[config.mk]
export PLATFORM = sky130hd
export DESIGN_NAME = aes_round_sequencer
export DESIGN_NICKNAME = d
export VERILOG_FILES = /design/src/rtl/aes_seq_pkg.sv /design/src/rtl/aes_round_sequencer.sv
export SDC_FILE = /design/constraint.sdc
export NUM_CORES = 1
export LEC_CHECK = 0
export ABC_AREA = 1
export CORE_AREA = 10 10 247 249
export DETAILED_ROUTE_END_ITERATION = 12
export DIE_AREA = 0 0 257 259
export PLACE_DENSITY = 0.41
export REMOVE_ABC_BUFFERS = 1
export SETUP_SLACK_MARGIN = 0.15
export SYNTH_ARGS = -nofsm -noshare
export SYNTH_HDL_FRONTEND = slang
export SYNTH_SLANG_ARGS = --single-unit
[constraint.sdc]
create_clock -name clock -period 1.7 [get_ports clock]
set_input_delay 0.425 -clock clock [delete_from_list [all_inputs] [get_ports clock]]
set_output_delay 0.425 -clock clock [all_outputs]
set_load 0.005 [all_outputs]
[src/rtl/aes_seq_pkg.sv]
// Shared types for the iterative AES round sequencer.
//   AES_BLOCK_W : width of one AES state/key block
//   aes_block_t : one 128-bit AES block
//   seq_state_e : sequencer control states
package aes_seq_pkg;

  localparam int unsigned AES_BLOCK_W = 128;

  typedef logic [AES_BLOCK_W-1:0] aes_block_t;

  typedef enum logic [1:0] {
    IDLE  = 2'd0,
    ISSUE = 2'd1,
    WAIT  = 2'd2,
    DONE  = 2'd3
  } seq_state_e;

endpackage

[src/rtl/aes_round_sequencer.sv]
// Iterative AES-128 encryption controller. Pops one plaintext block, applies the
// initial AddRoundKey, then loops the block NR times through an external round
// datapath (flagging the last round so mix_cols is bypassed) and pushes the
// ciphertext to the output FIFO. One block in flight at a time.
//
// Ports:
//   clock, reset             : single clock, synchronous active-high reset
//   in_state/_rd/_empty      : plaintext input FIFO (pop strobe out)
//   out_state/_wr/_full      : ciphertext output FIFO (push strobe out)
//   rnd_out/_wr/_full        : state pushed to round datapath
//   rnd_last                 : qualifies rnd_out, final round (no mix_cols)
//   rnd_in/_rd/_empty        : state returned from round datapath
//   rkey_idx / rkey          : key-schedule ROM index and same-cycle key
//   busy                     : sequencer not idle
//   stall_cnt                : only with AES_SEQ_STALL_CNT_EN, saturating
//                              count of cycles stalled on a FIFO flag
//
// Build option: define AES_SEQ_STALL_CNT_EN to add the stall_cnt output.
module aes_round_sequencer
  import aes_seq_pkg::*;
#(
  parameter int unsigned NR      = 10,
  parameter int unsigned ROUND_W = $clog2(NR + 1)
) (
  input  logic                   clock,
  input  logic                   reset,
  input  logic [AES_BLOCK_W-1:0] in_state,
  output logic                   in_state_rd,
  input  logic                   in_state_empty,
  output logic [AES_BLOCK_W-1:0] out_state,
  output logic                   out_state_wr,
  input  logic                   out_state_full,
  output logic [AES_BLOCK_W-1:0] rnd_out,
  output logic                   rnd_out_wr,
  input  logic                   rnd_out_full,
  output logic                   rnd_last,
  input  logic [AES_BLOCK_W-1:0] rnd_in,
  output logic                   rnd_in_rd,
  input  logic                   rnd_in_empty,
  output logic [ROUND_W-1:0]     rkey_idx,
  input  logic [AES_BLOCK_W-1:0] rkey,
  output logic                   busy
`ifdef AES_SEQ_STALL_CNT_EN
  ,
  output logic [31:0]            stall_cnt
`endif
);

  seq_state_e             fsm_q;
  logic [AES_BLOCK_W-1:0] state_q;
  logic [ROUND_W-1:0]     round_q;
  logic                   last_round_c;

  assign last_round_c = (round_q == ROUND_W'(NR));

  // Both datapath-facing and FIFO-facing views of the block are the state register.
  assign rnd_out   = state_q;
  assign out_state = state_q;
  assign busy      = (fsm_q != IDLE);

  // Transfer strobes and key index; suppressed in the reset cycle so an
  // abandoned block never moves data.
  always_comb begin
    in_state_rd  = 1'b0;
    rnd_out_wr   = 1'b0;
    rnd_in_rd    = 1'b0;
    out_state_wr = 1'b0;
    rnd_last     = 1'b0;
    rkey_idx     = '0;
    if (!reset) begin
      unique case (fsm_q)
        IDLE: begin
          in_state_rd = !in_state_empty;
        end
        ISSUE: begin
          rkey_idx   = round_q;
          rnd_last   = last_round_c;
          rnd_out_wr = !rnd_out_full;
        end
        WAIT: begin
          rkey_idx  = round_q;
          rnd_in_rd = !rnd_in_empty;
        end
        DONE: begin
          rkey_idx     = round_q;
          out_state_wr = !out_state_full;
        end
        default: begin
          rkey_idx = '0;
        end
      endcase
    end
  end

  // Control FSM, round counter and initial AddRoundKey.
  always_ff @(posedge clock) begin
    if (reset) begin
      fsm_q   <= IDLE;
      state_q <= '0;
      round_q <= '0;
    end else begin
      unique case (fsm_q)
        IDLE: begin
          if (in_state_rd) begin
            state_q <= in_state ^ rkey;
            round_q <= ROUND_W'(1);
            fsm_q   <= ISSUE;
          end
        end
        ISSUE: begin
          if (rnd_out_wr) fsm_q <= WAIT;
        end
        WAIT: begin
          if (rnd_in_rd) begin
            state_q <= rnd_in;
            if (last_round_c) begin
              fsm_q <= DONE;
            end else begin
              round_q <= round_q + ROUND_W'(1);
              fsm_q   <= ISSUE;
            end
          end
        end
        DONE: begin
          if (out_state_wr) fsm_q <= IDLE;
        end
        default: begin
          fsm_q <= IDLE;
        end
      endcase
    end
  end

`ifdef AES_SEQ_STALL_CNT_EN
  logic stall_c;

  assign stall_c = ((fsm_q == ISSUE) && rnd_out_full)  ||
                   ((fsm_q == WAIT)  && rnd_in_empty)  ||
                   ((fsm_q == DONE)  && out_state_full);

  // Saturating stall-cycle counter.
  always_ff @(posedge clock) begin
    if (reset) begin
      stall_cnt <= '0;
    end else if (stall_c && (stall_cnt != 32'hFFFF_FFFF)) begin
      stall_cnt <= stall_cnt + 32'd1;
    end
  end
`endif

endmodule
==> After elaboration in Yosys (flattened, before gate mapping) <==
Cells that the tools add are included.
{ "classes": {"n_addsub": 1, "n_eq_ne": 9, "mux": 25, "bitwise": 1, "reduce_logical": 11} }
{ "op_table": {"columns": ["op", "n"], "rows": [
  ["128-bit 2-to-1 mux", 2],
  ["128-bit case mux with 2 select lines", 1],
  ["128-bit bitwise XOR", 1],
  ["4-bit 2-to-1 mux", 5],
  ["1-bit 2-to-1 mux", 10],
  ["2-bit 2-to-1 mux", 5],
  ["2-bit inequality test (second input constant)", 5],
  ["2-bit case mux with 4 select lines", 1],
  ["4-bit case mux with 2 select lines", 1],
  ["4-bit AND reduction", 2],
  ["4-bit by 1-bit adder with 4-bit output (second input constant)", 1],
  ["2-bit equality test (second input constant)", 2],
  ["4-bit equality test (second input constant)", 1],
  ["1-bit logical NOT", 4],
  ["2-bit nonzero test", 2],
  ["3-bit AND reduction", 1],
  ["3-bit OR reduction", 1],
  ["2-bit by 1-bit equality test with 1-bit output (second input constant)", 1],
  ["2-bit logical NOT", 1]
]} }
{ "word_totals": {"regBits": 134, "in_bits": 390, "elab_cells": 50} }

==> Logic depth before layout (Yosys ltp) <==
Gate-level depths: netlist of run 1.
{ "depth": {"ltp_word": 5, "ltp_mapped": 9, "ltp_nobuf": 8} }

==> Worst setup path after synthesis of run 1 <==
No wires, ideal clock.
{ "synth_timing": {"path_type": "input to output", "from": "in reset", "to": "out rkey_idx[1]", "arrival_time_ns": 1.147, "required_ns": 1.275, "path_slack_ns": 0.128, "stages": 5, "path_buffers": 2, "cell_sequence": "buf_2 -> inv_2 -> clkbuf_1 -> nand2_1 -> nor2_1"} }
{ "synth_between": {"elab_chain_cells": 1} }
{ "synth_lines": {"columns": ["element", "line_no", "text"], "rows": [
  ["from (decl)", "aes_round_sequencer.sv:26", "input logic reset,"],
  ["4-bit 2-to-1 mux", "aes_round_sequencer.sv:70", "if (!reset) begin"],
  ["to (decl)", "aes_round_sequencer.sv:40", "output logic [ROUND_W-1:0] rkey_idx,"]
]} }
No other way between the ends.

==> Worst setup path after layout of run 1 <==
{ "layout_timing": {"from": "reg round_q[0]", "to": "out rnd_last"} }
{ "layout_between": {"elab_chain_cells": 3} }
{ "layout_lines": {"columns": ["element", "line_no", "text"], "rows": [
  ["from (decl)", "aes_round_sequencer.sv:51", "logic [ROUND_W-1:0] round_q;"],
  ["from (signal assigned)", "aes_round_sequencer.sv:119", "round_q <= round_q + ROUND_W'(1);"],
  ["4-bit equality test", "aes_round_sequencer.sv:54", "assign last_round_c = (round_q == ROUND_W'(NR));"],
  ["1-bit 2-to-1 mux", "aes_round_sequencer.sv:71", "unique case (fsm_q)"],
  ["1-bit 2-to-1 mux", "aes_round_sequencer.sv:70", null],
  ["to (decl)", "aes_round_sequencer.sv:36", "output logic rnd_last,"]
]} }
No other way between the ends.

==> flow_summary_export.csv, run 1 <==
group,metric,value,unit
worst_setup_path,max_stage_delay,0.32,ns
route,via_per_inst,3.89,
yosys,ys_types,22,
placed_design,dp.cells,2450,
min_path,hold_depth,2,
route,ant_nets,0,
worst_setup_path,r2r_start,"fsm_q[1]",
job,maxCapViolations,0,
route,wire_per_inst,20.7,microns
worst_setup_path,r2r_end,"out_state[116]",
yosys,syn_avg_cell_area,6.94,sq um
sta,setup_ws,-0.0818,ns
layout,final_cell_mix,"clkdlybuf4s50_1, nor2_1, o21ai_0",
global_route,grt_pass1_wl,72300,microns
layout,instances_no_fill,2589,
clocking,numCtsBuffers,17,
clocking,cts.clk_slew.worst_paths,0.07,ns
layout,diodes,0,
global_route,globalRouteOverflowTotal,0,
yosys,netlist_area,0.00822,sq mm
worst_setup_path,cp_max_fo,2,
clocking,cts.sinks,134,
layout,nFillCells,5939,
worst_setup_path,cp.arrival,1.36,ns
layout,seqCellArea,0.00291,sq mm
power,irDropWorstVdd,0.000781,V
layout,area_growth,126,%
min_path,hp-class,"reg2reg",
layout,nets,2212,
sta,setup_tns,-0.456,ns
yosys,ys_seq_elements,134,
die,dieArea,0.0666,sq mm
layout,utilization,33.2,%
worst_setup_path,ff2ff_path_depth,11,
route,first_iter_violations,338,
clocking,cts-root-buf,"clkbuf_16",
layout,mostFrequentLayoutCell,"clkdlybuf4s50_1",
sta,min_period_over_period,105,%
route,num_vias,10059,
sta,hold_violations,0,
placed_design,gp_congestion,0.793,
sta,fmax,561,MHz
run_status,status,"finished with violations",
global_route,grt_pass1_vias,10499,
placed_design,hpwl,35800,microns
worst_setup_path,path_cells,"inv_2 -> ha_4 -> nand3_4 -> nor3_2 -> buf_2",
route,firstDrtPassIters,4,
worst_setup_path,start_kind,"flip-flop",
global_route,grt_antenna_before_repair,1,
global_route,grt_max_degree,73,
worst_setup_path,r2r_setup_slack,-0.06,ns
run_status,failed_checks,"setup timing",
layout,drive_gt1_share,30.8,%
placed_design,port_buffers,655,
die,die_h,259,microns
sta,tightest_slew,0.640,ns
global_route,grt_usage,14.8,%
die,ioPinCount,656,
power,p_per_area,1160,mW/mm^2
yosys,yosysSeqAreaShare,32.6,%
worst_setup_path,cp.required,1.27,ns
clocking,cts_tree,"done",
worst_setup_path,cp_slowest_cell,"dfxtp_2",
sta,max_slew_margin,57.3,%
sta,finalMaxSlewViolations,0,
worst_setup_path,setup.worst_path.end_class,"output pin",
layout,multi_input_area,0.00504,sq mm
yosys,syn_inst,1185,
worst_setup_path,critPathKind,"reg2out",
die,die_w,257,microns
power,p_leak,0.00763,uW
sta,finalSetupViolations,17,
clocking,ctsHtreeMaxLevel,4,
sta,holdWs,0.515,ns
clocking,clockBufferDepth,2,
sta,fin_skew,0.0193,ns
die,rows,87,
min_path,holdPathEnd,"out_state[69]",
min_path,min-delay-start,"out_state[69]",
yosys,yosys_warnings,0,
die,start_util,14.7,%
clocking,clk_latency,0.48,ns
route,wl,53700,microns
placed_design,place_ws,-0.652,ns
route,drc,0,
sta,rsz0062_at_grt,"true",
sta,fin_crit,1.78,ns
die,core_area,0.0560,sq mm
-- worst max-delay path by stage --
stage | startpoint | to | slack (ns)
4_1_cts | fsm_q[1] | rnd_last | -0.14
5_1_grt | round_q[0] | rnd_last | -0.17
3_3_place_gp | reset | rkey_idx[0] | -0.64
2_1_floorplan | fsm_q[1] | out_state[0] | -4.71
3_5_place_dp | reset | rnd_last | -0.65
6_report | round_q[0] | rnd_last | -0.08
-- area by class of cell --
class / count / area share (%)
clock buffer: 20 / 2.35
clock inverter: 12 / 1.09
inverter: 16 / 0.451
multi-input combinational: 836 / 27.2
sequential: 134 / 15.7
tap: 756 / 5.09
timing repair buffer: 815 / 48.2
-- stage by stage --
| step | area (sq um) | total power [uW] |
|---|---|---|
| floorplan | 6890 | 7240 |
| global placement | 14900 | 12800 |
| detailed placement | 14900 | 12800 |
| CTS | 17200 | 19600 |
| global route | 18600 | 22900 |
| finish | 18600 | 21600 |
-- sequential cells by signal, indices dropped and copies added (netlist names) --
register,cells
fsm_q,2
round_q,4
out_state,128
-- what timing repair did --
item | 4_1_cts | 5_1_grt
gates resized for setup | 828 | 305
setup buffers | 44 | 18
setup endpoints to repair | 400 | 165
cloned | 27 | 18
hold buffers | 0 | 0
pin swaps | 99 | 179
-- worst max-delay path: cells and delay by family, from the launching register on --
| kind | cells | cell delay, ns |
|---|---|---|
| AND/OR/NAND/NOR | 2 | 0.22 |
| flip-flops | 1 | 0.32 |
| adder cells (fa/ha/maj) | 1 | 0.14 |
| buffers and inverters | 2 | 0.21 |
-- synth_stat cells (all sizes together) --
library cell  count  share of area, %
xnor2           128                14
inv              15              0.68
buf             176                15
o22ai             1             0.076
clkinv            1             0.046
o21ai           256                16
a21oi             2              0.12
nor3              4              0.24
dfxtp           134                33
ha                2              0.30
a31oi             1             0.076
nand4             2              0.15
clkbuf           23               1.0
nand2           161               7.3
nor2            274                13
nand3             5              0.30
-- cells by family after synthesis --
| kind of cell | Yosys count | synth area share [%] |
|---|---|---|
| XOR/XNOR | 128 | 13.6 |
| AO/OA/AOI/OAI | 260 | 15.9 |
| flip-flops | 134 | 32.6 |
| AND/OR/NAND/NOR | 446 | 20.6 |
| adder cells (fa/ha/maj) | 2 | 0.304 |
| buffers and inverters | 215 | 16.9 |
-- where the power goes --
part / switching, uW / internal, uW / total, uW
Clock: 1620 / 2600 / 4220
Combinational: 5570 / 7050 / 12600
Sequential: 722 / 4050 / 4770
Total: 7910 / 13700 / 21600
-- layer usage --
metal | up-vias | part of all wire, % | routed length (microns) | GRT usage, %
met1 | 4702 | 40 | 21400 | 16.2
li1 | 4962 | - | - | -
met4 | 0 | 2.2 | 1180 | 5.09
met2 | 350 | 52 | 27800 | 26.5
met3 | 45 | 6.1 | 3300 | 4.51
met5 | - | 0 | 0 | 0
Power figures use the tool's default switching activity.
==> inputs of run 2 (changes only) <==
Settings changed: PLACE_DENSITY 0.41 to not set.
==> flow_summary_export.csv, run 2 (same netlist as run 1, synthesis figures left out) <==
group,metric,value,unit
sta,setup_ws,-0.112,ns
global_route,globalRouteOverflowTotal,0,
die,die_h,259,microns
clocking,numCtsBuffers,17,
clocking,clk_latency,0.47,ns
sta,tightest_slew,0.784,ns
sta,fin_skew,0.00665,ns
clocking,clockBufferDepth,2,
die,ioPinCount,656,
global_route,grt_pass1_vias,10636,
global_route,grt_max_degree,68,
clocking,ctsHtreeMaxLevel,4,
worst_setup_path,max_stage_delay,0.32,ns
route,drc,0,
layout,utilization,32.0,%
layout,diodes,0,
layout,final_cell_mix,"clkdlybuf4s50_1, nor2_1, nand2_1",
route,wl,53600,microns
sta,holdWs,0.448,ns
worst_setup_path,critPathLaunch,"round_q[0]",
worst_setup_path,r2r_end,"out_state[102]",
global_route,grt_antenna_before_repair,2,
sta,fmax,552,MHz
worst_setup_path,r2r_setup_slack,-0.08,ns
route,firstDrtPassIters,4,
die,rows,87,
sta,finalSetupViolations,129,
sta,fin_crit,1.81,ns
worst_setup_path,r2r_start,"fsm_q[1]",
clocking,cts_hold_buffers,0,
global_route,grt_pass1_wl,70400,microns
power,power.total,20100,uW
clocking,cts.clk_slew.worst_paths,0.06,ns
clocking,cts.sinks,134,
placed_design,port_buffers,655,
worst_setup_path,cp_max_fo,2,
clocking,cts-root-buf,"clkbuf_16",
route,ant_nets,0,
placed_design,gp_congestion,0.885,
worst_setup_path,ff2ff_path_depth,12,
worst_setup_path,cp_slowest_cell,"dfxtp_2",
power,irDropWorstVdd,0.000770,V
power,p_per_area,1120,mW/mm^2
die,die_w,257,microns
worst_setup_path,cp_num_cells,5,
die,start_util,14.7,%
sta,max_slew_margin,47.8,%
die,core_area,0.0560,sq mm
global_route,grt_usage,14.2,%
route,via_per_inst,3.96,
worst_setup_path,cp.arrival,1.39,ns
placed_design,hpwl,36100,microns
sta,setup_tns,-5.71,ns
route,first_iter_violations,409,
worst_setup_path,critPathKind,"reg2out",
sta,finalMaxSlewViolations,0,
worst_setup_path,setup.worst_path.end_class,"output pin",
min_path,hp-class,"in2reg",
layout,largest_reg_flops,128,
layout,area_growth,118,%
layout,nets,2196,
route,wire_per_inst,20.8,microns
sta,hold_violations,0,
layout,drive_gt1_share,30.2,%
layout,mostFrequentLayoutCell,"clkdlybuf4s50_1",
worst_setup_path,start_kind,"flip-flop",
die,dieArea,0.0666,sq mm
worst_setup_path,cp.required,1.27,ns
sta,rsz0062_at_grt,"true",
run_status,status,"finished with violations",
sta,min_period_over_period,107,%
power,p_leak,0.00729,uW
worst_setup_path,worst-path-buf-inv,2,
worst_setup_path,path_cells,"inv_2 -> ha_4 -> nand3_4 -> nor3_2 -> buf_2",
route,num_vias,10179,
worst_setup_path,crit_path_end,"rnd_last",
worst_setup_path,worst_path_dominant_cell_family,"flip-flops",
clocking,cts_tree,"done",
job,maxCapViolations,0,
run_status,failed_checks,"setup timing",
[run 2: changes by cell type in the layout (fill, tap and decap cells not counted), sizes merged]
| cell | delta |
|---|---|
| clkdlybuf4s15 | -55 |
| dlygate4sd2 | +30 |
| clkbuf | +14 |
| buf | -7 |
| inv | +3 |
| bufbuf | +1 |
| bufinv | -1 |
| clkdlybuf4s50 | -1 |
[run 2: layout make-up]
class                      instances  area [sq um]
sequential                       134          2910
inverter                          16          87.6
clock inverter                    14           199
multi-input combinational        836          4850
tap                              756           946
timing repair buffer             799          8500
clock buffer                      18           429
fill                            5956         38000
[run 2: tightest hold or removal path, cell delays in order]
cell	delay, ns
dlygate4sd2_1	0.21
buf_6	0.18
a31oi_4	0.05
[run 2: worst min path at each step]
stage	startpoint	endpoint	depth (start not counted)
after floorplan	round_q[2]	round_q[2]	2
after global placement	out_state[68]	out_state[68]	2
after detailed placement	out_state[102]	out_state[102]	2
after CTS	reset	fsm_q[0]	3
after global routing	reset	fsm_q[0]	3
final	reset	fsm_q[0]	3
[run 2: what timing repair did]
item / CTS / global route
resized for setup: 709 / 342
cloned: 20 / 24
endpoints found under the hold margin: 0 / 0
endpoints found under the setup margin: 397 / 219
pin swaps: 74 / 101
buffers inserted: 28 / 11
[run 2: per-layer routing]
| layer | wire length, microns | global-route usage (%) |
|---|---|---|
| met1 | 21600 | 15.7 |
| met2 | 26200 | 24.4 |
| met3 | 4560 | 5.86 |
| met4 | 1160 | 4.27 |
| met5 | 0 | 0 |
[run 2: power by group]
part           switching, uW  internal (uW)
clock                   1590           2460
sequential               756           4040
combinational           5300           5980
[run 2: per-stage QoR]
stage                     setup slack [ns]  std cells  area (sq um)
final                               -0.112       2573         17900
after global routing                -0.198       2573         17900
after CTS                           -0.112       2538         16600
after detailed placement            -0.563       2458         15000
after global placement              -0.581       2458         15000
after floorplan                      -4.71        986          6890
==> inputs of run 3 (changes only) <==
Settings changed: ABC_AREA 1 to 0, CORE_AREA 10 10 247 249 to 10 10 246 248, DIE_AREA 0 0 257 259 to 0 0 256 258, TNS_END_PERCENT set to 100.
==> flow_summary_export.csv, run 3 <==
group,metric,value,unit
yosys,synth_mux_area_share,0.190,%
die,start_util,14.2,%
sta,holdWs,0.310,ns
sta,rsz0062_at_grt,"true",
yosys,synth-async-reset-ratio,0,%
layout,nets,1976,
clocking,clk_latency,0.48,ns
placed_design,hpwl,33500,microns
layout,largest_reg_flops,128,
sta,fmax,514,MHz
sta,min_period_over_period,114,%
route,firstDrtPassIters,4,
route,via_per_inst,3.83,
sta,fin_skew,0.0120,ns
sta,setup_ws,-0.245,ns
min_path,hp-class,"in2reg",
sta,finalMaxSlewViolations,0,
yosys,syn_avg_cell_area,7.74,sq um
power,irDropWorstVdd,0.000753,V
global_route,globalRouteOverflowTotal,0,
clocking,cts.sinks,134,
route,num_vias,9009,
power,p_per_area,709,mW/mm^2
yosys,yosysSeqAreaShare,33.9,%
sta,fin_crit,1.94,ns
worst_setup_path,cp.required,2.10,ns
yosys,yosys_warnings,0,
clocking,clockBufferDepth,2,
run_status,status,"finished with violations",
die,die_h,258,microns
sta,finalSetupViolations,144,
worst_setup_path,cp.arrival,2.34,ns
route,wire_per_inst,17.9,microns
layout,area_growth,102,%
die,ioPinCount,656,
yosys,synth-simple-area-share,14.2,%
global_route,grt_max_degree,103,
die,dieArea,0.0660,sq mm
yosys,ys_seq_elements,134,
route,ant_nets,0,
global_route,grt_usage,11.9,%
worst_setup_path,start_kind,"flip-flop",
sta,tightest_slew,0.538,ns
route,wl,42000,microns
route,first_iter_violations,384,
yosys,syn_inst,1023,
clocking,numCtsBuffers,17,
job,maxCapViolations,0,
global_route,grt_antenna_before_repair,0,
worst_setup_path,cp_max_fo,5,
yosys,ys_types,27,
clocking,cts.clk_slew.worst_paths,0.06,ns
yosys,synth.top_cell.area_share,33.9,%
placed_design,placed_area,0.0146,sq mm
global_route,grt_pass1_vias,9548,
yosys,synth_edf_count,0,
yosys,synth_ff_type,"dfxtp_1",
worst_setup_path,setup.worst_path.end_class,"flip-flop",
clocking,cts_hold_buffers,0,
layout,mostFrequentLayoutCell,"clkdlybuf4s50_1",
clocking,cts_tree,"done",
clocking,ctsHtreeMaxLevel,4,
worst_setup_path,r2r_setup_slack,-0.24,ns
yosys,synthTopCellsByArea,"dfxtp_1, xnor2_1, nand2_1, buf_4, o211ai_1",
layout,final_cell_mix,"clkdlybuf4s50_1, nand2_1, xnor2_1",
global_route,grt_pass1_wl,59400,microns
sta,hold_violations,0,
worst_setup_path,critPathKind,"reg2reg",
layout,diodes,0,
die,core_area,0.0557,sq mm
route,drc,0,
yosys,yosys.area.top_type,"dfxtp_1",
yosys,netlist_area,0.00792,sq mm
sta,max_slew_margin,64.1,%
yosys,synth_compound_area_share,20.9,%
placed_design,port_buffers,655,
yosys,yosys.area_share.xor_xnor,14.3,%
run_status,failed_checks,"setup timing",
yosys,synth_fa_ha_area_share,0.316,%
layout,drive_gt1_share,20.8,%
yosys,synth_top_family_by_area,"compound AO/OA/AOI/OAI gates",
die,rows,87,
die,die_w,256,microns
clocking,cts-root-buf,"clkbuf_16",
layout,design_area,0.0160,sq mm
power,p_leak,0.00648,uW
yosys,ys_top_cells_by_count,"nand2_1, dfxtp_1, a21oi_1",
placed_design,gp_congestion,0.858,
yosys,synth_most_common_cell,"nand2_1",
## run 3: changes by cell type after synthesis, moves of 15 or more
cell / delta
clkbuf_1: +32
nor2_1: -269
nand2_1: +99
o21ai_1: -24
buf_4: -15
o21ai_0: -232
o211ai_1: +128
a21oi_1: +128
## run 3: layout make-up
type,instances,area [sq um]
clock buffer,19,443
clock inverter,12,179
fill,6023,39700
inverter,5,18.8
multi-input combinational,681,4130
sequential,134,2880
tap,756,946
timing repair buffer,745,7390
## run 3: worst max-delay path, stage by stage (launching register included)
cell and delay, ns:
dfxtp_4 0.37, buf_6 0.12, buf_6 0.10, mux2_4 0.32, or3_4 0.39, or4_1 0.43
a31oi_1 0.15
## run 3: report_power, final
group | total [uW] | switching [uW] | internal, uW
sequential | 3650 | 234 | 3420
clock | 3980 | 1500 | 2480
combinational | 3700 | 1510 | 2200
## run 3: final timing paths
path / end / depth (start not counted) / from
worst max-delay path: round_q[2] / 6 / fsm_q[1]
worst min register to register: out_state[9] / 2 / out_state[9]
worst min-delay path: out_state[85] / 2 / reset
worst max register to register: round_q[2] / 6 / fsm_q[1]
## run 3: routing by layer
layer | vias to the layer above | track usage, % | share of wire, %
li1 | 4449 | - | -
met1 | 4120 | 12.1 | 39
met2 | 407 | 21.3 | 51
met3 | 33 | 4.97 | 8.0
met4 | 0 | 4.76 | 2.1
met5 | - | 0 | 0
## run 3: repair_timing
item / CTS / global route
pin swaps: 10 / 20
gates cloned: 1 / 7
buffers inserted: 28 / 3
endpoints found under the setup margin: 398 / 189
gates resized for setup: 679 / 67
## run 3: logic make-up after synthesis
logic type	Yosys count
xor gates and xnor gates	129
DFF	134
muxes	1
buffers and inverters	208
AOI/OAI and AO/OA	264
and+or+nand+nor	285
adders and majority gates	2
## run 3: stage by stage
step | setup slack, ns | power (uW) | TNS [ns] | util, % | cells
6_report | -0.245 | 11300 | -24.40 | 28.7 | 2352
5_1_grt | -0.289 | 12000 | -33.59 | 28.7 | 2352
4_1_cts | -0.268 | 11400 | -31.64 | 28.0 | 2342
3_5_place_dp | -0.668 | 7310 | -82.79 | 26.2 | 2282
3_3_place_gp | -0.636 | 7290 | -76.48 | 26.2 | 2282
2_1_floorplan | -6.20 | 4830 | -807.30 | - | 820
